==> src/rtl/instr_fetch_queue.sv <==
// ----------------------------------------------------------------------------
// instr_fetch_queue
//   Fetch-side initiator for the instruction memory. It drives the word
//   address for the current fetch PC and captures the instruction returned in
//   the same cycle. Each {pc, instr} pair is buffered in a small FIFO that
//   feeds the decode stage. A redirect flushes the queue and restarts fetch at
//   the new PC.
//
// Ports
//   clk, rst_n          clock / asynchronous active-low reset
//   fetch_en            fetch allowed this cycle
//   redirect_valid/_pc  flush the queue, restart fetch at redirect_pc (word aligned)
//   imem_addr           word address presented to instruction memory
//   imem_instruction    instruction memory data for imem_addr (same cycle)
//   out_valid/_ready    head handshake toward decode
//   out_instr, out_pc   head entry contents
//   queue_level         number of entries held
// ----------------------------------------------------------------------------
module instr_fetch_queue #(
    parameter int          DEPTH    = 4,
    parameter logic [31:0] RESET_PC = 32'h0,
    parameter int          ADDR_W   = 10
) (
    input  logic                       clk,
    input  logic                       rst_n,
    input  logic                       fetch_en,
    input  logic                       redirect_valid,
    input  logic [31:0]                redirect_pc,
    output logic [ADDR_W-1:0]          imem_addr,
    input  logic [31:0]                imem_instruction,
    output logic                       out_valid,
    input  logic                       out_ready,
    output logic [31:0]                out_instr,
    output logic [31:0]                out_pc,
    output logic [$clog2(DEPTH):0]     queue_level
);

    localparam int PTR_W = $clog2(DEPTH);
    localparam int LVL_W = PTR_W + 1;

    logic [DEPTH-1:0][31:0] pc_q;
    logic [DEPTH-1:0][31:0] instr_q;
    logic [PTR_W-1:0]       rd_ptr_q, rd_ptr_d;
    logic [PTR_W-1:0]       wr_ptr_q, wr_ptr_d;
    logic [LVL_W-1:0]       level_q, level_d;
    logic [31:0]            fetch_pc_q, fetch_pc_d;

    logic full, push, pop;

    // Redirect masks the head immediately so decode never consumes a
    // wrong-path instruction in the flush cycle.
    assign out_valid = (level_q != '0) & ~redirect_valid;
    assign pop       = out_valid & out_ready;
    assign full      = (level_q == LVL_W'(DEPTH));
    // A full queue can still accept a word when the head leaves in the same cycle.
    assign push      = fetch_en & ~redirect_valid & (~full | pop);

    assign imem_addr   = fetch_pc_q[ADDR_W+1:2];
    assign out_instr   = instr_q[rd_ptr_q];
    assign out_pc      = pc_q[rd_ptr_q];
    assign queue_level = level_q;

    always_comb begin
        rd_ptr_d   = rd_ptr_q;
        wr_ptr_d   = wr_ptr_q;
        level_d    = level_q;
        fetch_pc_d = fetch_pc_q;

        if (redirect_valid) begin
            rd_ptr_d   = '0;
            wr_ptr_d   = '0;
            level_d    = '0;
            fetch_pc_d = redirect_pc & ~32'h3;
        end else begin
            if (push) begin
                wr_ptr_d   = wr_ptr_q + PTR_W'(1);
                fetch_pc_d = fetch_pc_q + 32'd4;
            end
            if (pop) begin
                rd_ptr_d = rd_ptr_q + PTR_W'(1);
            end
            case ({push, pop})
                2'b10:   level_d = level_q + LVL_W'(1);
                2'b01:   level_d = level_q - LVL_W'(1);
                default: level_d = level_q;
            endcase
        end
    end

    always_ff @(posedge clk or negedge rst_n) begin
        if (!rst_n) begin
            rd_ptr_q   <= '0;
            wr_ptr_q   <= '0;
            level_q    <= '0;
            fetch_pc_q <= RESET_PC;
        end else begin
            rd_ptr_q   <= rd_ptr_d;
            wr_ptr_q   <= wr_ptr_d;
            level_q    <= level_d;
            fetch_pc_q <= fetch_pc_d;
        end
    end

    // When full with a pop, wr_ptr equals rd_ptr: the departing head slot is
    // overwritten at the same edge it is consumed.
    always_ff @(posedge clk or negedge rst_n) begin
        if (!rst_n) begin
            pc_q    <= '0;
            instr_q <= '0;
        end else if (push) begin
            pc_q[wr_ptr_q]    <= fetch_pc_q;
            instr_q[wr_ptr_q] <= imem_instruction;
        end
    end

endmodule

==> config.mk <==
export PLATFORM = sky130hd
export DESIGN_NAME = instr_fetch_queue
export DESIGN_NICKNAME = d
export VERILOG_FILES = /design/src/rtl/instr_fetch_queue.sv
export SDC_FILE = /design/constraint.sdc
export NUM_CORES = 1
export LEC_CHECK = 0
export BUFFER_PORTS_ARGS = -buffer_cell sky130_fd_sc_hd__buf_2
export CORE_ASPECT_RATIO = 1.1
export CORE_MARGIN = 2
export CORE_UTILIZATION = 45
export CTS_CLUSTER_SIZE = 12
export DETAILED_ROUTE_END_ITERATION = 8
export SLEW_MARGIN = 20
export SYNTH_ARGS = -nofsm -noshare
export SYNTH_HDL_FRONTEND = slang
export SYNTH_SLANG_ARGS = --single-unit
==> constraint.sdc <==
create_clock -name clk -period 4.74 [get_ports clk]
set_clock_uncertainty 0.05 [all_clocks]
set_input_delay 0.474 -clock clk [delete_from_list [all_inputs] [get_ports clk]]
set_output_delay 0.474 -clock clk [all_outputs]
set_load 0.03 [all_outputs]
==> impl_metrics.py, run 1 <==
metrics = {
    "floorplanning": {
        "start_util_pct": 45.57,
        "die-area_sq_um": 31170,
        "pin_count": 147,
        "rows": 66,
        "fp.coreArea_sq_um": 29400,
        "die_h_um": 185.0,
        "die_x_um": 168.5,
    },
    "synth": {
        "synthDistinctLibCells": 51,
        "synth_edf_count": 0,
        "async_flop_share_pct": 100.0,
        "syn_avg_cell_area_sq_um": 14.70,
        "synthTopCellsByArea": "dfrtp_1 53%, mux2_2 19%, mux4_2 10%",
        "yosys_register_bits": 285,
        "syn_inst": 911,
        "syn_area_sq_um": 13400,
        "synth_seq_area_share_pct": 53.24,
        "yosys.area.top_type": "dfrtp_1",
        "synth_top_area_share_pct": 53.24,
        "ys.warnings.count": 0,
        "synth_ff_type": "dfrtp_1",
    },
    "clock_tree": {
        "cts_resized": 0,
        "root_buffer": "clkbuf_16",
        "cts_tree": "done",
        "clockBufferDepth": 3,
        "cts_buffers": 34,
        "holdBufCountCts": 0,
        "clkSlewWorstSetupHoldPaths_ps": 60,
        "post-cts-setup-buffers": 0,
        "cts.sinks": 285,
        "htreeDepth": 2,
        "clk_latency_ps": 510,
    },
    "sta": {
        "worst_pin_slew_ps": 1105,
        "setup_ws_ps": 1541,
        "rsz0062_at_grt": "false",
        "finalHoldViolations": 3,
        "fin_crit_ps": 3199,
        "worst_slew_margin_rel_pct": 26.29,
        "fmax_mhz": 312.6,
        "final_max_slew_viol_count": 0,
        "holdWs_ps": -15.99,
        "period_share_pct": 67.49,
        "fin_tns_setup_ps": 0,
        "setup_viol": 0,
    },
    "grt": {
        "grt_pass1_vias": 8482,
        "grt_antenna_before_repair": 2,
        "grt_max_degree": 111,
        "grt.overflow.total": 0,
        "grtUsageTotal_pct": 19.20,
        "grt_pass1_wl_um": 46980,
    },
    "final_layout": {
        "final_cell_area_sq_um": 15280,
        "fin_cells": 1416,
        "drive_above_1_share_pct": 48.41,
        "syn_to_final_growth_pct": 14.09,
        "nets": 1090,
        "fillers": 2531,
    },
    "critical_path": {
        "cp_slowest_stage_delay_ps": 870,
        "path_max_fanout": 62,
        "cp.required_ps": 5070,
        "criticalPathCategory": "reg -> reg",
        "critPathLaunchType": "flop",
        "path_cells": "or4b_1 > and2_1 > nand2_4 > mux2_2",
        "endpoint_kind": "flop",
        "slowest_stage": "nand2_4",
        "arrival_ps": 3530,
    },
    "flow_run": {
        "maxCapViolCount": 0,
    },
    "detailed_routing": {
        "viasPerCell": 5.613,
        "first_pass_iters": 4,
        "drt_iter0_drc": 471,
        "routed-wl-met3_um": 1362,
        "m1WireLength_um": 12960,
        "wl_per_cell_um": 20.24,
        "dr_total_vias": 7948,
        "drc": 0,
        "routed_wl_um": 28660,
        "routed-wl-met2_um": 13750,
        "ant_nets": 0,
        "highest_layer": "met5",
    },
    "placed_design": {
        "placed_area_sq_um": 14110,
        "globalplace.congestion": 0.7218,
        "pre_cts_slack_ps": 1471,
        "dpl.hpwl_um": 17040,
        "placed_cells": 1353,
        "io_buffer_count": 142,
    },
    "outcome": {
        "status": "finished, violations left",
        "failed_checks": "negative hold slack",
    },
    "power": {
        "vdd_drop_max_v": 0.0002615,
        "leakage_nw": 6.787,
        "power.density_nw_per_um2": 553.0,
        "power_mw": 8.451,
    },
    "min_path": {
        "hold_class": "in -> async",
    },
}
[power breakdown]
part | leakage (nW) | switching, mW | total [mW] | internal (mW)
sequential | 3.55 | 0.444 | 3.62 | 3.17
clock | 0.576 | 0.987 | 2.67 | 1.68
combinational | 2.66 | 1.04 | 2.17 | 1.13
[synth_stat cells, types with 7 or more instances]
library cell,instances
inv_1,10
buf_2,13
nor2_1,17
mux2_1,21
or4_1,13
a31oi_1,7
o211ai_1,9
xnor2_1,7
buf_4,14
dfrtp_1,285
o21ai_0,13
mux2_2,229
clkbuf_1,22
buf_6,26
nand4_1,11
mux4_2,62
nand2_1,34
o31ai_1,8
nand3_1,21
[per-layer routing]
| layer | track usage, % | up-vias |
|---|---|---|
| met3 | 3.889 | 45 |
| li1 | - | 3614 |
| met4 | 4.897 | 4 |
| met1 | 25.77 | 4114 |
| met2 | 32.18 | 171 |
| met5 | 0 | - |
[final cells by class]
| class | count | area [sq um] | share of cell area [%] |
|---|---|---|---|
| inverters | 10 | 37.54 | 0.2456 |
| well taps | 374 | 467.9 | 3.062 |
| diodes | 1 | 2.502 | 0.01637 |
| repair buffers | 149 | 810.8 | 5.305 |
| multi-input cells | 535 | 5657 | 37.01 |
| clock inverters | 10 | 127.6 | 0.8351 |
| flip-flops and latches | 285 | 7137 | 46.70 |
| clock buffers | 52 | 1042 | 6.820 |
[path summary, 6_finish.rpt]
path / from / to / slack (ps) / cells past startpoint
max: queue_level[0]$_DFFE_PN0P_ / instr_q[41]$_DFFE_PN0P_ / 1540 / 4
min: rst_n / instr_q[8]$_DFFE_PN0P_ / -20 / 1
max reg2reg: queue_level[0]$_DFFE_PN0P_ / instr_q[41]$_DFFE_PN0P_ / 1540 / 4
min reg2reg: pc_q[51]$_DFFE_PN0P_ / pc_q[51]$_DFFE_PN0P_ / 440 / 1
max in group asynchronous: rst_n / pc_q[120]$_DFFE_PN0P_ / 3580 / 2
min in group clk: redirect_pc[16] / fetch_pc_q[16]$_DFFE_PN0N_ / 130 / 3
[through the flow]
step                      util, %  hold WS (ps)
after global routing        51.97         49.36
after CTS                   51.97         16.69
after global placement      48.00         418.8
final                       51.98        -15.99
after floorplan                 -         128.4
after detailed placement    48.00         429.1
[cells by family after synthesis]
kind of cell / after synthesis / synth area share, %
buffers and inverters: 92 / 4.558
flip-flops: 285 / 53.24
AND/OR/NAND/NOR: 141 / 6.015
AO/OA/AOI/OAI: 58 / 3.008
XOR/XNOR: 11 / 0.7192
multiplexers: 317 / 31.81
adder cells (fa/ha/maj): 6 / 0.6165
other: 1 / 0.02799
[registers in the layout, indices dropped and copies added (netlist names)]
name / count
rd_ptr_q: 2
fetch_pc_q: 30
instr_q: 128
pc_q: 120
wr_ptr_q: 2
queue_level: 3
[cell usage in the layout, fill, tap and decap left out, drive strengths merged, types with 8 or more instances in the layout]
master / Yosys / final
buf: 59 / 149
clkbuf: 23 / 52
dfrtp: 285 / 285
inv: 10 / 10
mux2: 250 / 250
mux4: 62 / 62
nand2: 38 / 38
nand3: 21 / 21
nand4: 11 / 11
nor2: 17 / 17
o211ai: 9 / 9
o21ai: 13 / 13
o31ai: 8 / 8
or4: 14 / 14
[critical path, delay by kind of cell (launching register included)]
kind,cells,cell delay [ps]
flops,1,530
simple gates,3,2040
mux,1,430
(Power assumes the default switching activity.)
==> run 2, diff against run 1 <==
- PLACE_DENSITY: not set -> 0.66
- clock period: 4.74 -> 2.72 ns (I/O delays scaled with it)
==> run 2 against run 1 <==
The run now ends clean. Sequential power up 72%. Non-clock buffer count up 88. Die area unchanged. First-iteration DRC count down 7.4%. Power up 72%. Clock power up 58%. Setup slack worse by 1200 ps. Wire length up 4.4%. Critical path type is now reg -> out.
==> impl_metrics.py, run 2 (synthesized netlist as in run 1, its figures left out) <==
metrics = {
    "outcome": {
        "status": "finished, final reports clean",
    },
    "placed_design": {
        "globalplace.congestion": 0.7928,
        "dpl.hpwl_um": 18700,
        "io_buffer_count": 142,
    },
    "final_layout": {
        "multiInputGateArea_sq_um": 5657,
        "final_common_cell": "dfrtp_1",
        "final_cell_mix": "283 x dfrtp_1, 229 x mux2_2, 141 x buf_2",
        "fillers": 2428,
        "reg.largest.list": "instr_q x128, pc_q x120, fetch_pc_q x30",
        "area.sequential_sq_um": 7137,
        "nets": 1175,
        "antenna_cells": 0,
        "syn_to_final_growth_pct": 20.37,
        "post-route-util_pct": 54.85,
        "top_register": "instr_q",
        "drive_above_1_share_pct": 46.92,
        "largest_reg_flops": 128,
    },
    "critical_path": {
        "path_max_fanout": 19,
        "cp.required_ps": 2400,
        "critPathLaunchType": "flop",
        "criticalPathCategory": "reg -> out",
        "ff2ff_setup_slack_ps": 370,
        "cp_slowest_stage_delay_ps": 550,
        "path_cells": "buf_12 > mux4_2 > buf_2",
        "slowest_stage": "mux4_2",
        "arrival_ps": 2080,
        "r2r_start": "fetch_pc_q[3]$_DFFE_PN0N_",
        "endpoint_kind": "output port",
        "cp-startpoint": "rd_ptr_q[0]$_DFFE_PN0P_",
    },
    "sta": {
        "period_share_pct": 88.36,
        "fmax_mhz": 416.1,
        "fin_crit_ps": 2404,
        "worst_slew_margin_rel_pct": 56.37,
        "setup_viol": 0,
        "rsz0062_at_grt": "false",
        "finalHoldViolations": 0,
        "worst_pin_slew_ps": 654.4,
        "fin_tns_setup_ps": 0,
        "final_max_slew_viol_count": 0,
        "holdWs_ps": 26.78,
    },
    "grt": {
        "grt_antenna_before_repair": 1,
        "grt_pass1_vias": 8771,
        "grt.overflow.total": 0,
        "grtUsageTotal_pct": 19.72,
        "grt_pass1_wl_um": 48650,
        "grt_max_degree": 80,
    },
    "clock_tree": {
        "root_buffer": "clkbuf_16",
        "htreeDepth": 1,
        "cts_tree": "done",
        "clockBufferDepth": 3,
        "clkSlewWorstSetupHoldPaths_ps": 60,
        "cts.sinks": 285,
        "cts_buffers": 31,
        "clk_latency_ps": 560,
    },
    "flow_run": {
        "maxCapViolCount": 0,
    },
    "detailed_routing": {
        "routed_wl_um": 29930,
        "drc": 0,
        "wl_per_cell_um": 20.02,
        "ant_nets": 0,
        "drt_iter0_drc": 436,
        "dr_total_vias": 8355,
        "first_pass_iters": 4,
        "viasPerCell": 5.589,
    },
    "power": {
        "power_mw": 14.51,
        "power.density_nw_per_um2": 900.0,
        "leakage_nw": 7.172,
        "vdd_drop_max_v": 0.0006621,
    },
    "min_path": {
        "holdCritStartpoint": "redirect_pc[28]",
        "hold_class": "in -> reg",
    },
    "floorplanning": {
        "die_h_um": 185.0,
        "start_util_pct": 45.57,
        "pin_count": 147,
        "rows": 66,
        "die-area_sq_um": 31170,
        "fp.coreArea_sq_um": 29400,
        "die_x_um": 168.5,
    },
}
[run 2: per-layer routing]
layer / vias up / global-route usage, % / wire length [um]
met5: - / 0 / 15
met4: 2 / 4.138 / 470
met3: 40 / 3.333 / 1442
met2: 178 / 33.12 / 14700
met1: 4373 / 27.24 / 13300
li1: 3762 / - / -
[run 2: what timing repair did]
| item | in CTS | in global routing |
|---|---|---|
| setup endpoints to repair | 0 | 1 |
| hold endpoints to repair | 227 | 0 |
| buffers inserted | 0 | 2 |
| gates resized for setup | 0 | 0 |
| hold buffers | 60 | 0 |
[run 2: critical path: cells and delay by family (launching register included)]
family	cells	cell delay, ps
flops	1	530
buf+inv	2	430
mux	1	550
[run 2: path summary, 6_finish.rpt]
| kind | end | depth (start not counted) |
|---|---|---|
| max | out_instr[4] | 3 |
| min | fetch_pc_q[28]$_DFFE_PN0N_ | 3 |
| max reg2reg | fetch_pc_q[24]$_DFFE_PN0N_ | 5 |
| max in group asynchronous | instr_q[57]$_DFFE_PN0P_ | 3 |
| min in group asynchronous | instr_q[7]$_DFFE_PN0P_ | 2 |
| min reg2reg | pc_q[77]$_DFFE_PN0P_ | 1 |
[run 2: final cells by class]
type,instances,share of cell area [%]
Clock inverter,10,0.8148
Clock buffer,44,5.486
Timing Repair Buffer,237,11.22
Inverter,10,0.2328
Multi-Input combinational cell,535,35.08
Sequential cell,285,44.26
Tap cell,374,2.902
[run 2: stage by stage]
step	instance area (sq um)	cells	setup slack, ps
6_report	16120	1495	316.5
3_5_place_dp	14480	1379	297.6
3_3_place_gp	14480	1379	304.2
2_1_floorplan	13400	912	379.2
5_1_grt	16120	1495	243.6
4_1_cts	16100	1493	41.90
[run 2: where the power goes]
| part | internal, mW | switching [mW] | total (mW) |
|---|---|---|---|
| Combinational | 2.10 | 1.98 | 4.08 |
| Clock | 2.53 | 1.69 | 4.21 |
| Sequential | 5.53 | 0.687 | 6.22 |
==> run 3, diff against run 2 <==
- ABC_AREA: not set -> 1
- CORE_UTILIZATION: 45 -> 40
- MAX_ROUTING_LAYER: not set -> met4
- PLACE_DENSITY: 0.66 -> not set
==> run 3 against run 2 <==
Sequential share of layout area grew 0.80 points. Non-clock buffer count shrank 47. Final cell count grew 49%. Critical path type unchanged.
==> impl_metrics.py, run 3 <==
metrics = {
    "synth": {
        "ys.warnings.count": 0,
        "synthTopCellsByArea": "dfrtp_1 53%, nand2_1 13%, o21ai_0 12%",
        "synth_seq_area_share_pct": 53.00,
        "syn_area_sq_um": 13460,
        "synth_top_area_share_pct": 53.00,
        "synth_ff_type": "dfrtp_1",
        "yosys.area.top_type": "dfrtp_1",
        "async_flop_share_pct": 100.0,
        "synth_most_common_cell": "nand2_1",
        "yosys_register_bits": 285,
        "synthTopCellsByCount": "456 x nand2_1, 329 x o21ai_0, 285 x dfrtp_1",
        "syn_avg_cell_area_sq_um": 8.097,
        "synth_edf_count": 0,
        "synthDistinctLibCells": 26,
        "syn_inst": 1662,
    },
    "final_layout": {
        "post-route-util_pct": 47.71,
        "reg.largest.list": "instr_q x128, pc_q x120, fetch_pc_q x30",
        "fin_cells": 2230,
        "syn_to_final_growth_pct": 17.68,
        "final_cell_mix": "456 x nand2_1, 329 x o21ai_0, 283 x dfrtp_1",
        "nets": 1848,
        "final_common_cell": "nand2_1",
        "drive_above_1_share_pct": 13.13,
        "top_register": "instr_q",
        "antenna_cells": 0,
        "largest_reg_flops": 128,
        "final_cell_area_sq_um": 15840,
        "fillers": 3212,
    },
    "clock_tree": {
        "root_buffer": "clkbuf_16",
        "cts_buffers": 34,
        "clockBufferDepth": 3,
        "clkSlewWorstSetupHoldPaths_ps": 60,
        "cts.sinks": 285,
        "clk_latency_ps": 500,
        "htreeDepth": 2,
        "cts_tree": "done",
        "post-cts-setup-buffers": 0,
    },
    "outcome": {
        "status": "finished, final reports clean",
    },
    "placed_design": {
        "dpl.hpwl_um": 22500,
        "placed_area_sq_um": 14400,
        "io_buffer_count": 142,
        "placed_cells": 2147,
        "globalplace.congestion": 0.8759,
        "pre_cts_slack_ps": 449.1,
    },
    "sta": {
        "rsz0062_at_grt": "false",
        "worst_slew_margin_rel_pct": 62.99,
        "period_share_pct": 92.94,
        "fin_tns_setup_ps": 0,
        "final_max_slew_viol_count": 0,
        "holdWs_ps": 11.63,
        "fin_crit_ps": 2528,
        "fmax_mhz": 395.6,
        "worst_pin_slew_ps": 555.2,
        "finalHoldViolations": 0,
        "setup_viol": 0,
        "setup_ws_ps": 191.9,
    },
    "critical_path": {
        "critPathLaunchType": "flop",
        "path_max_fanout": 124,
        "crit_family": "buffers and inverters",
        "cp_num_buf_inv": 2,
        "endpoint_kind": "output port",
        "slowest_stage": "buf_12",
        "criticalPathCategory": "reg -> out",
        "arrival_ps": 2210,
        "path_cells": "buf_12 > o21ai_0 > o22ai_1 > buf_2",
        "cp.required_ps": 2400,
        "cp_slowest_stage_delay_ps": 450,
    },
    "power": {
        "power_mw": 14.03,
        "p_switching_mw": 4.469,
        "power_frac_clock_pct": 34.2,
        "pwr-share-comb_pct": 22.4,
        "vdd_drop_max_v": 0.0004156,
        "p_int_mw": 9.557,
        "switching_share_pct": 31.86,
        "power.density_nw_per_um2": 885.7,
        "leakage_nw": 7.858,
        "seq_power_share_pct": 43.4,
    },
    "floorplanning": {
        "rows": 70,
        "start_util_pct": 40.54,
        "die-area_sq_um": 35130,
        "die_x_um": 178.9,
        "pin_count": 147,
        "die_h_um": 196.4,
        "fp.coreArea_sq_um": 33190,
    },
    "grt": {
        "met1_usage_pct": 29.41,
        "grt_pass1_vias": 11280,
        "use_met3_pct": 2.681,
        "grt_pass1_wl_um": 58760,
        "use_met2_pct": 33.97,
        "grt_max_degree": 125,
        "grt_antenna_before_repair": 0,
        "grt.overflow.total": 0,
        "grtUsageTotal_pct": 21.43,
        "gr-max-usage-layer": "met2",
    },
    "detailed_routing": {
        "ant_nets": 0,
        "wl_per_cell_um": 16.09,
        "routed_wl_um": 35870,
        "dr_total_vias": 11520,
        "drt_iter0_drc": 747,
        "viasPerCell": 5.167,
        "drc": 0,
        "first_pass_iters": 5,
    },
    "flow_run": {
        "maxCapViolCount": 0,
    },
    "min_path": {
        "hold_class": "in -> reg",
    },
}
## run 3: final cells by class
type                    instances  area, sq um  share of cell area, %
multi-input cells            1165         5251                  33.16
flip-flops and latches        285         7137                  45.07
well taps                     432        540.5                  3.413
inverters                      97        370.4                  2.339
repair buffers                190         1324                  8.359
clock buffers                  54         1100                  6.945
clock inverters                 7        113.9                 0.7190
## run 3: routing by layer
| layer | wire length (um) | vias to the layer above |
|---|---|---|
| met4 | 663 | 0 |
| met2 | 16610 | 296 |
| met5 | 0 | - |
| met1 | 16850 | 5521 |
| met3 | 1754 | 45 |
| li1 | - | 5660 |
## run 3: kinds of logic after synthesis
family	synth area share, %
DFF	53.00
buffers and inverters	8.006
AOI/OAI and AO/OA	17.33
other	0.02787
xor gates and xnor gates	0.5207
adders and majority gates	0.6137
and+or+nand+nor	20.50
## run 3: power by group through the flow
stage	sequential, mW	clock (mW)	combinational [mW]
after CTS	6.07	4.90	3.19
after detailed placement	6.14	0	3.16
after global placement	6.10	0	3.09
after floorplan	5.97	0	2.30
final	6.08	4.80	3.15
after global routing	6.24	5.07	3.58
## run 3: what timing repair did
item                                   in CTS  in global routing
resized for setup                           0                  0
hold buffers                               22                  0
endpoints found under the hold margin      80                  0
## run 3: final timing paths
kind / slack (ps) / endpoint / cells after the start / from
max: 190 / out_pc[14] / 4 / rd_ptr_q[0]$_DFFE_PN0P_
min: 10 / fetch_pc_q[19]$_DFFE_PN0N_ / 5 / redirect_pc[19]
max reg2reg: 560 / instr_q[82]$_DFFE_PN0P_ / 7 / queue_level[0]$_DFFE_PN0P_
min reg2reg: 430 / instr_q[80]$_DFFE_PN0P_ / 2 / instr_q[80]$_DFFE_PN0P_
max in group asynchronous: 1440 / pc_q[68]$_DFFE_PN0P_ / 3 / rst_n
min in group asynchronous: 280 / instr_q[108]$_DFFE_PN0P_ / 2 / rst_n
## run 3: worst min-delay path: stages
cell and delay (ps):
buf_2 70, nand2_1 50, nand2_1 60, inv_1 30, nand2_1 50
